==> src/rtl/frame_buffer_pkg.sv <==
// Shared types and helpers for the LED panel frame buffer.
// RMW states exist only when FRAME_BUFFER_RMW_EN is defined.
package frame_buffer_pkg;

   function automatic int unsigned bits_for(input int unsigned value);
      int unsigned bits;
      bits = 1;
      for (int unsigned i = 1; i < 32; i++)
         if ((value >> i) != 0) bits = i + 1;
      return bits;
   endfunction

   typedef enum logic [1:0] {
      ST_CLEAR  = 2'd0,
      ST_IDLE   = 2'd1
`ifdef FRAME_BUFFER_RMW_EN
      ,
      ST_RMW_RD = 2'd2,
      ST_RMW_WR = 2'd3
`endif
   } state_e;

   typedef enum logic [1:0] {
      OP_REPLACE = 2'b00,
      OP_OR      = 2'b01,
      OP_ANDN    = 2'b10,
      OP_XOR     = 2'b11
   } wr_op_e;

   // Pixel word is packed {b,g,r}, each slice COLOR_DEPTH bits wide.
   typedef enum int unsigned {
      CH_R = 0,
      CH_G = 1,
      CH_B = 2
   } channel_e;

   function automatic int unsigned ch_lsb(input channel_e ch, input int unsigned depth);
      return ch * depth;
   endfunction

endpackage

==> src/rtl/frame_buffer_if.sv <==
// Write, clear and scan-read bundle of the frame buffer.
// i_wr_op is present only when FRAME_BUFFER_RMW_EN is defined.
interface frame_buffer_if #(
   parameter int unsigned COLS        = 32,
   parameter int unsigned ROWS        = 16,
   parameter int unsigned COLOR_DEPTH = 1
);
   import frame_buffer_pkg::*;

   localparam int unsigned COL_BITS     = bits_for(COLS - 1);
   localparam int unsigned ROW_BITS     = bits_for(ROWS - 1);
   localparam int unsigned ADDRESS_BITS = bits_for(ROWS / 2 - 1);
   localparam int unsigned PIX_W        = 3 * COLOR_DEPTH;

   logic                    i_wr_valid;
   logic                    o_wr_ready;
   logic [COL_BITS-1:0]     i_wr_x;
   logic [ROW_BITS-1:0]     i_wr_y;
   logic [PIX_W-1:0]        i_wr_rgb;
`ifdef FRAME_BUFFER_RMW_EN
   wr_op_e                  i_wr_op;
`endif
   logic                    i_clear;
   logic                    o_busy;
   logic                    i_rd_en;
   logic [ADDRESS_BITS-1:0] i_rd_address;
   logic [COL_BITS-1:0]     i_rd_col;
   logic [PIX_W-1:0]        o_rd_rgb_0;
   logic [PIX_W-1:0]        o_rd_rgb_1;

   modport slave (
`ifdef FRAME_BUFFER_RMW_EN
      input  i_wr_op,
`endif
      input  i_wr_valid, i_wr_x, i_wr_y, i_wr_rgb, i_clear,
      input  i_rd_en, i_rd_address, i_rd_col,
      output o_wr_ready, o_busy, o_rd_rgb_0, o_rd_rgb_1
   );

   modport master (
`ifdef FRAME_BUFFER_RMW_EN
      output i_wr_op,
`endif
      output i_wr_valid, i_wr_x, i_wr_y, i_wr_rgb, i_clear,
      output i_rd_en, i_rd_address, i_rd_col,
      input  o_wr_ready, o_busy, o_rd_rgb_0, o_rd_rgb_1
   );

endinterface

==> src/rtl/frame_buffer_bank.sv <==
// One half of the panel image: 1R1W synchronous memory whose registered
// read data holds its value while i_re is low.
module frame_buffer_bank
   import frame_buffer_pkg::*;
#(
   parameter int unsigned DEPTH = 256,
   parameter int unsigned WIDTH = 3,
   parameter int unsigned AW    = 8
) (
   input  logic             i_clock,
   input  logic             i_reset_n,
   input  logic             i_we,
   input  logic [AW-1:0]    i_waddr,
   input  logic [WIDTH-1:0] i_wdata,
   input  logic             i_re,
   input  logic [AW-1:0]    i_raddr,
   output logic [WIDTH-1:0] o_rdata
);

   logic [WIDTH-1:0] mem_q [DEPTH];
   logic [WIDTH-1:0] rdata_q, rdata_d;

   always_comb rdata_d = i_re ? mem_q[i_raddr] : rdata_q;

   always_ff @(posedge i_clock) begin
      if (i_we) mem_q[i_waddr] <= i_wdata;
   end

   always_ff @(posedge i_clock or negedge i_reset_n) begin
      if (!i_reset_n) rdata_q <= '0;
      else            rdata_q <= rdata_d;
   end

   assign o_rdata = rdata_q;

endmodule

==> src/rtl/frame_buffer.sv <==
// Two-bank pixel store feeding the LED scan driver, with self-clear.
// Define FRAME_BUFFER_RMW_EN to add OR / AND-NOT / XOR read-modify-write ops.
module frame_buffer
   import frame_buffer_pkg::*;
#(
   parameter int unsigned COLS        = 32,
   parameter int unsigned ROWS        = 16,
   parameter int unsigned COLOR_DEPTH = 1
) (
   input  logic          i_clock,
   input  logic          i_reset_n,
   frame_buffer_if.slave bus
);

   localparam int unsigned COL_BITS     = bits_for(COLS - 1);
   localparam int unsigned ADDRESS_BITS = bits_for(ROWS / 2 - 1);
   localparam int unsigned PIX_W        = 3 * COLOR_DEPTH;
   localparam int unsigned IDX_W        = ADDRESS_BITS + COL_BITS;
   localparam int unsigned DEPTH        = COLS * ROWS / 2;

   state_e           state_q, state_d;
   logic [IDX_W-1:0] k_q, k_d;
   logic             busy_q, busy_d;

   logic [1:0]       we, re;
   logic [IDX_W-1:0] waddr, raddr, wr_idx, scan_idx;
   logic [PIX_W-1:0] wdata, rdata_0, rdata_1, rd_rgb_0, rd_rgb_1;
   logic             wr_bank;

   assign wr_idx   = {bus.i_wr_y[ADDRESS_BITS-1:0], bus.i_wr_x};
   assign wr_bank  = bus.i_wr_y[ADDRESS_BITS];  // y >= ROWS/2 selects bottom
   assign scan_idx = {bus.i_rd_address, bus.i_rd_col};

`ifdef FRAME_BUFFER_RMW_EN
   logic [IDX_W-1:0] rmw_idx_q, rmw_idx_d;
   logic             rmw_bank_q, rmw_bank_d;
   wr_op_e           rmw_op_q, rmw_op_d;
   logic [PIX_W-1:0] rmw_rgb_q, rmw_rgb_d, old_word;
   logic             scan_sel_q, scan_sel_d;
   logic [PIX_W-1:0] hold_0_q, hold_0_d, hold_1_q, hold_1_d;

   // The RMW read reuses the bank read port, so the last scan result is
   // parked in hold_* and presented until the next scan read.
   assign rd_rgb_0 = scan_sel_q ? rdata_0 : hold_0_q;
   assign rd_rgb_1 = scan_sel_q ? rdata_1 : hold_1_q;
   assign old_word = rmw_bank_q ? rdata_1 : rdata_0;
`else
   assign rd_rgb_0 = rdata_0;
   assign rd_rgb_1 = rdata_1;
`endif

   always_comb begin
      state_d = state_q;
      k_d     = k_q;
      we      = '0;
      waddr   = wr_idx;
      wdata   = bus.i_wr_rgb;
      re      = {2{bus.i_rd_en}};
      raddr   = scan_idx;
`ifdef FRAME_BUFFER_RMW_EN
      rmw_idx_d  = rmw_idx_q;
      rmw_bank_d = rmw_bank_q;
      rmw_op_d   = rmw_op_q;
      rmw_rgb_d  = rmw_rgb_q;
      scan_sel_d = scan_sel_q | bus.i_rd_en;
      hold_0_d   = hold_0_q;
      hold_1_d   = hold_1_q;
`endif
      case (state_q)
         ST_CLEAR: begin
            we    = '1;
            waddr = k_q;
            wdata = '0;
            k_d   = k_q + IDX_W'(1);
            if (k_q == '1) state_d = ST_IDLE;
         end
         ST_IDLE: begin
            if (bus.i_clear) begin
               state_d = ST_CLEAR;
               k_d     = '0;
            end else if (bus.i_wr_valid) begin
`ifdef FRAME_BUFFER_RMW_EN
               if (bus.i_wr_op != OP_REPLACE) begin
                  rmw_idx_d  = wr_idx;
                  rmw_bank_d = wr_bank;
                  rmw_op_d   = bus.i_wr_op;
                  rmw_rgb_d  = bus.i_wr_rgb;
                  state_d    = ST_RMW_RD;
               end else
`endif
               we[wr_bank] = 1'b1;
            end
         end
`ifdef FRAME_BUFFER_RMW_EN
         ST_RMW_RD: begin
            if (!bus.i_rd_en) begin
               re[rmw_bank_q] = 1'b1;
               raddr          = rmw_idx_q;
               scan_sel_d     = 1'b0;
               hold_0_d       = rd_rgb_0;
               hold_1_d       = rd_rgb_1;
               state_d        = ST_RMW_WR;
            end
         end
         ST_RMW_WR: begin
            we[rmw_bank_q] = 1'b1;
            waddr          = rmw_idx_q;
            case (rmw_op_q)
               OP_OR:   wdata = old_word | rmw_rgb_q;
               OP_ANDN: wdata = old_word & ~rmw_rgb_q;
               OP_XOR:  wdata = old_word ^ rmw_rgb_q;
               default: wdata = rmw_rgb_q;
            endcase
            state_d = ST_IDLE;
         end
`endif
         default: state_d = ST_CLEAR;
      endcase
      busy_d = (state_d == ST_CLEAR);
   end

   always_ff @(posedge i_clock or negedge i_reset_n) begin
      if (!i_reset_n) begin
         state_q    <= ST_CLEAR;
         k_q        <= '0;
         busy_q     <= 1'b1;
`ifdef FRAME_BUFFER_RMW_EN
         rmw_idx_q  <= '0;
         rmw_bank_q <= 1'b0;
         rmw_op_q   <= OP_REPLACE;
         rmw_rgb_q  <= '0;
         scan_sel_q <= 1'b1;
         hold_0_q   <= '0;
         hold_1_q   <= '0;
`endif
      end else begin
         state_q    <= state_d;
         k_q        <= k_d;
         busy_q     <= busy_d;
`ifdef FRAME_BUFFER_RMW_EN
         rmw_idx_q  <= rmw_idx_d;
         rmw_bank_q <= rmw_bank_d;
         rmw_op_q   <= rmw_op_d;
         rmw_rgb_q  <= rmw_rgb_d;
         scan_sel_q <= scan_sel_d;
         hold_0_q   <= hold_0_d;
         hold_1_q   <= hold_1_d;
`endif
      end
   end

   assign bus.o_wr_ready = (state_q == ST_IDLE) && !bus.i_clear;
   assign bus.o_busy     = busy_q;
   assign bus.o_rd_rgb_0 = rd_rgb_0;
   assign bus.o_rd_rgb_1 = rd_rgb_1;

   frame_buffer_bank #(.DEPTH(DEPTH), .WIDTH(PIX_W), .AW(IDX_W)) u_bank_top (
      .i_clock   (i_clock),
      .i_reset_n (i_reset_n),
      .i_we      (we[0]),
      .i_waddr   (waddr),
      .i_wdata   (wdata),
      .i_re      (re[0]),
      .i_raddr   (raddr),
      .o_rdata   (rdata_0)
   );

   frame_buffer_bank #(.DEPTH(DEPTH), .WIDTH(PIX_W), .AW(IDX_W)) u_bank_bot (
      .i_clock   (i_clock),
      .i_reset_n (i_reset_n),
      .i_we      (we[1]),
      .i_waddr   (waddr),
      .i_wdata   (wdata),
      .i_re      (re[1]),
      .i_raddr   (raddr),
      .o_rdata   (rdata_1)
   );

endmodule

==> src/flat_wrapper.sv <==
// flat-port wrapper written by rule: the top's interface ports become plain ports
module frame_buffer_flat import frame_buffer_pkg::*;
#(
   parameter int unsigned COLS        = 32,
   parameter int unsigned ROWS        = 16,
   parameter int unsigned COLOR_DEPTH = 1
)
  (i_clock, i_reset_n, bus_i_wr_valid, bus_i_wr_x, bus_i_wr_y, bus_i_wr_rgb, bus_i_clear, bus_i_rd_en, bus_i_rd_address, bus_i_rd_col, bus_o_wr_ready, bus_o_busy, bus_o_rd_rgb_0, bus_o_rd_rgb_1);
  frame_buffer_if #(.COLS(COLS), .ROWS(ROWS), .COLOR_DEPTH(COLOR_DEPTH)) bus_i ();
  input  logic i_clock;
  input  logic i_reset_n;
  input wire logic [$bits(bus_i.i_wr_valid)-1:0] bus_i_wr_valid;
  input wire logic [$bits(bus_i.i_wr_x)-1:0] bus_i_wr_x;
  input wire logic [$bits(bus_i.i_wr_y)-1:0] bus_i_wr_y;
  input wire logic [$bits(bus_i.i_wr_rgb)-1:0] bus_i_wr_rgb;
  input wire logic [$bits(bus_i.i_clear)-1:0] bus_i_clear;
  input wire logic [$bits(bus_i.i_rd_en)-1:0] bus_i_rd_en;
  input wire logic [$bits(bus_i.i_rd_address)-1:0] bus_i_rd_address;
  input wire logic [$bits(bus_i.i_rd_col)-1:0] bus_i_rd_col;
  output wire logic [$bits(bus_i.o_wr_ready)-1:0] bus_o_wr_ready;
  output wire logic [$bits(bus_i.o_busy)-1:0] bus_o_busy;
  output wire logic [$bits(bus_i.o_rd_rgb_0)-1:0] bus_o_rd_rgb_0;
  output wire logic [$bits(bus_i.o_rd_rgb_1)-1:0] bus_o_rd_rgb_1;
  assign bus_i.i_wr_valid = bus_i_wr_valid;
  assign bus_i.i_wr_x = bus_i_wr_x;
  assign bus_i.i_wr_y = bus_i_wr_y;
  assign bus_i.i_wr_rgb = bus_i_wr_rgb;
  assign bus_i.i_clear = bus_i_clear;
  assign bus_i.i_rd_en = bus_i_rd_en;
  assign bus_i.i_rd_address = bus_i_rd_address;
  assign bus_i.i_rd_col = bus_i_rd_col;
  assign bus_o_wr_ready = bus_i.o_wr_ready;
  assign bus_o_busy = bus_i.o_busy;
  assign bus_o_rd_rgb_0 = bus_i.o_rd_rgb_0;
  assign bus_o_rd_rgb_1 = bus_i.o_rd_rgb_1;
  frame_buffer #(.COLS(COLS), .ROWS(ROWS), .COLOR_DEPTH(COLOR_DEPTH)) u_core (.i_clock(i_clock), .i_reset_n(i_reset_n), .bus(bus_i));
endmodule
==> config.mk <==
export PLATFORM = sky130hd
export DESIGN_NAME = frame_buffer_flat
export DESIGN_NICKNAME = d
export VERILOG_FILES = /design/src/rtl/frame_buffer_pkg.sv /design/src/rtl/frame_buffer_if.sv /design/src/rtl/frame_buffer_bank.sv /design/src/rtl/frame_buffer.sv /design/src/flat_wrapper.sv
export SDC_FILE = /design/constraint.sdc
export NUM_CORES = 2
export LEC_CHECK = 0
export BUFFER_PORTS_ARGS = -buffer_cell sky130_fd_sc_hd__clkbuf_2
export CAP_MARGIN = 15
export CORE_ASPECT_RATIO = 1.75
export CORE_MARGIN = 3
export CORE_UTILIZATION = 50
export CTS_BUF_LIST = sky130_fd_sc_hd__clkbuf_4
export CTS_CLUSTER_SIZE = 10
export DETAILED_ROUTE_END_ITERATION = 8
export PLACE_DENSITY = 0.63
export REMOVE_ABC_BUFFERS = 1
export SYNTH_ARGS = -nofsm -noshare
export SYNTH_HDL_FRONTEND = slang
export SYNTH_SLANG_ARGS = --single-unit
==> constraint.sdc <==
create_clock -name i_clock -period 24.7 [get_ports i_clock]
set_clock_uncertainty 0.2 [all_clocks]
set_input_delay 4.94 -clock i_clock [delete_from_list [all_inputs] [get_ports i_clock]]
set_output_delay 4.94 -clock i_clock [all_outputs]
set_load 0.01 [all_outputs]
==> flow_metrics.tcl <==
set metrics [dict create \
    io_buffers 32 \
    cts_tree "built" \
    reg2reg_to "u_core.u_bank_bot.mem_q[226][1]" \
    drive_gt1_frac 0.244 \
    core_area_sq_mm 0.123 \
    syn_inst 3376 \
    arrival_ns 5.58 \
    ys_seq_elements 1553 \
    holdBufCountCts 0 \
    initial_utilization 0.506 \
    grt_overflow 0 \
    die-width_microns 273 \
    fin_util 0.554 \
    hold_violations 0 \
    synthToLayoutAreaGrowth_pct 9.49 \
    die_h_microns 473 \
    cts_sinks 1553 \
    post-place-ws_ns 13.98 \
    grt_pass1_vias 35700 \
    grt_max_degree 265 \
    gp_congestion 0.823 \
    path_clk_slew_ns 0.08 \
    leakage_nw 22.0 \
    synth_edf_count 1536 \
    seq_area_frac_synth 0.746 \
    setup_violations 0 \
    postCtsSetupRepairBufs 0 \
    core.rowCount 170 \
    p_switching_w 0.00120 \
    worstPathMaxFanout 4 \
    rsz0062_at_grt "no" \
    vias_per_cell 6.07 \
    cp-start-kind "input port" \
    outcome "finished clean" \
    clock.fmax_mhz 93.3 \
    fin_crit_ns 10.72 \
    worstSetupStartpoint "bus_i_clear" \
    switching_share 0.231 \
    clock_latency_ns 1.21 \
    first_iter_violations 3278 \
    cts-htree-levels 5 \
    dominantRegCellSynth "edfxtp_1" \
    final_antenna_net_count 0 \
    maxSlewViolCount 0 \
    cts_buffers 345 \
    holdPathEnd "u_core.u_bank_bot.o_rdata[2]" \
    required_ns 19.56 \
    root_buffer "clkbuf_4" \
    relSlewSlack 0.0956 \
    fin_crit_sh 0.434 \
    antenna_found_initial 7 \
    cellPowerDensity_mw_per_mm2 75.8 \
    ys_types 55 \
    finalPower_w 0.00518 \
    mostFrequentLayoutCell "edfxtp_1" \
    hold_start "u_core.u_bank_bot.o_rdata[2]" \
    crit_type "input port to output port" \
    synth_largest_area_cell "edfxtp_1" \
    routed_wl_microns 155000 \
    fin_ws_ns 13.98 \
    power_frac_seq 0.562 \
    async_reset_ff_frac 0.0109 \
    reg2reg_depth 5 \
    synthesis.area_sq_mm 0.0624 \
    grt_usage 0.242 \
    reg2reg_from "u_core.state_q[1]" \
    synth_area_leaders "edfxtp_1, mux4_2, mux2i_1" \
    clk_path_buf_depth 4 \
    final_cell_mix "edfxtp_1, nor2_1, clkbuf_4" \
    drtPass1Iterations 5 \
    hold_class "register to register" \
    vias 33200 \
    grt_pass1_wl_microns 227000 \
    final_nets 3607 \
    routedWlPerCell_microns 28.3 \
    dieArea_sq_mm 0.129 \
    yosys_warnings 0 \
    end_kind "output port" \
    postSynthAreaPerCell_sq_um 18.5 \
    worstMarginPinSlew_ns 1.32 \
    rrSetupSlack_ns 20.87 \
    cts_resized 0 \
    yosysTopAreaCellShare 0.739 \
    min_path_cells 1 \
    remaining_drc_errors 0 \
    ioPinCount 33 \
    clkPwrFrac 0.375 \
    pwr-share-comb 0.063 \
    drv_cap 0 \
    hpwl_microns 89800 \
    intPower_w 0.00398 \
    setup_tns_ns 0 \
    max-vdd-ir-drop_v 0.0000657 \
    hold_ws_ns 0.333 \
]
## state kept, by name, indices dropped and copies added, names as in the netlist
signal                     count
u_core.u_bank_bot.mem_q      768
u_core.u_bank_top.mem_q      768
u_core.k_q                     8
u_core.u_bank_bot.o_rdata      3
u_core.u_bank_top.o_rdata      3
u_core.state_q                 2
u_core.bus.o_busy              1
## routing by layer
layer  up-vias  GRT usage  part of all wire  routed length, microns
met5         -          0           0.00030                      46
met4         6      0.112             0.045                    6940
met3       356     0.0520             0.071                   10900
met2      1464      0.432              0.54                   83700
met1     17200      0.277              0.34                   53500
li1      14200          -                 -                       -
## power by group through the flow
stage / sequential, W / combinational (W) / clock, W
final: 0.00291 / 0.000324 / 0.00194
after global routing: 0.00291 / 0.000341 / 0.00212
after CTS: 0.00291 / 0.000325 / 0.00199
after detailed placement: 0.00297 / 0.000325 / 0
after global placement: 0.00297 / 0.000317 / 0
after floorplan: 0.00299 / 0.000148 / 0
## critical path, stage by stage
cell	delay [ns]
clkbuf_2	0.08
nand2b_1	0.16
nor2_1	0.22
clkbuf_2	0.19
## synth_stat cells, types with 10 or more instances
library cell  number
o22ai_1           56
o211ai_1          12
nand4_1           10
nand3_1           30
a211oi_1          14
mux4_1            17
edfxtp_1        1536
a2111oi_0         24
nand2_1          111
dfrtp_1           16
o221ai_1          28
a21oi_1           33
mux2i_1          201
nor2_1           532
buf_2             27
o21ai_0           22
clkbuf_1         123
nor3_1            21
mux4_2           297
a22o_1            19
nor2b_1           10
a22oi_1           32
buf_6             31
nand3b_1          20
buf_1             32
## worst max-delay path by stage
stage / cells past startpoint / slack (ns) / to
floorplan: 1 / 11.62 / u_core.u_bank_bot.mem_q[0][0]
global placement: 4 / 13.95 / bus_o_wr_ready
detailed placement: 4 / 13.98 / bus_o_wr_ready
CTS: 4 / 13.98 / bus_o_wr_ready
global route: 4 / 13.92 / bus_o_wr_ready
finish: 4 / 13.98 / bus_o_wr_ready
## area by class of cell
cell class                 count  area, sq um
inverter                       7         27.5
clock inverter               120          692
clock buffer                 479         3600
sequential                  1553        46600
multi-input combinational   1586        14700
tap                         1634         2040
timing repair buffer          88          723
antenna                        4         10.0
fill                        9598        55000
## metrics by stage
stage               instance area, sq um  cells
floorplan                          61100   3146
global placement                   64000   4861
detailed placement                 64000   4862
CTS                                68200   5461
global route                       68300   5468
finish                             68300   5471
## logic make-up (layout without fill, tap and decap cells)
group,count (synthesis),after routing,synth area share
other,1,5,0.0000601
adders and majority gates,1,1,0.000200
AOI/OAI and AO/OA,282,282,0.0329
buffers and inverters,237,694,0.0211
and+or+nand+nor,782,782,0.0526
DFF,1553,1553,0.746
muxes,520,520,0.147
No activity file was read; power rests on OpenSTA's default activity.
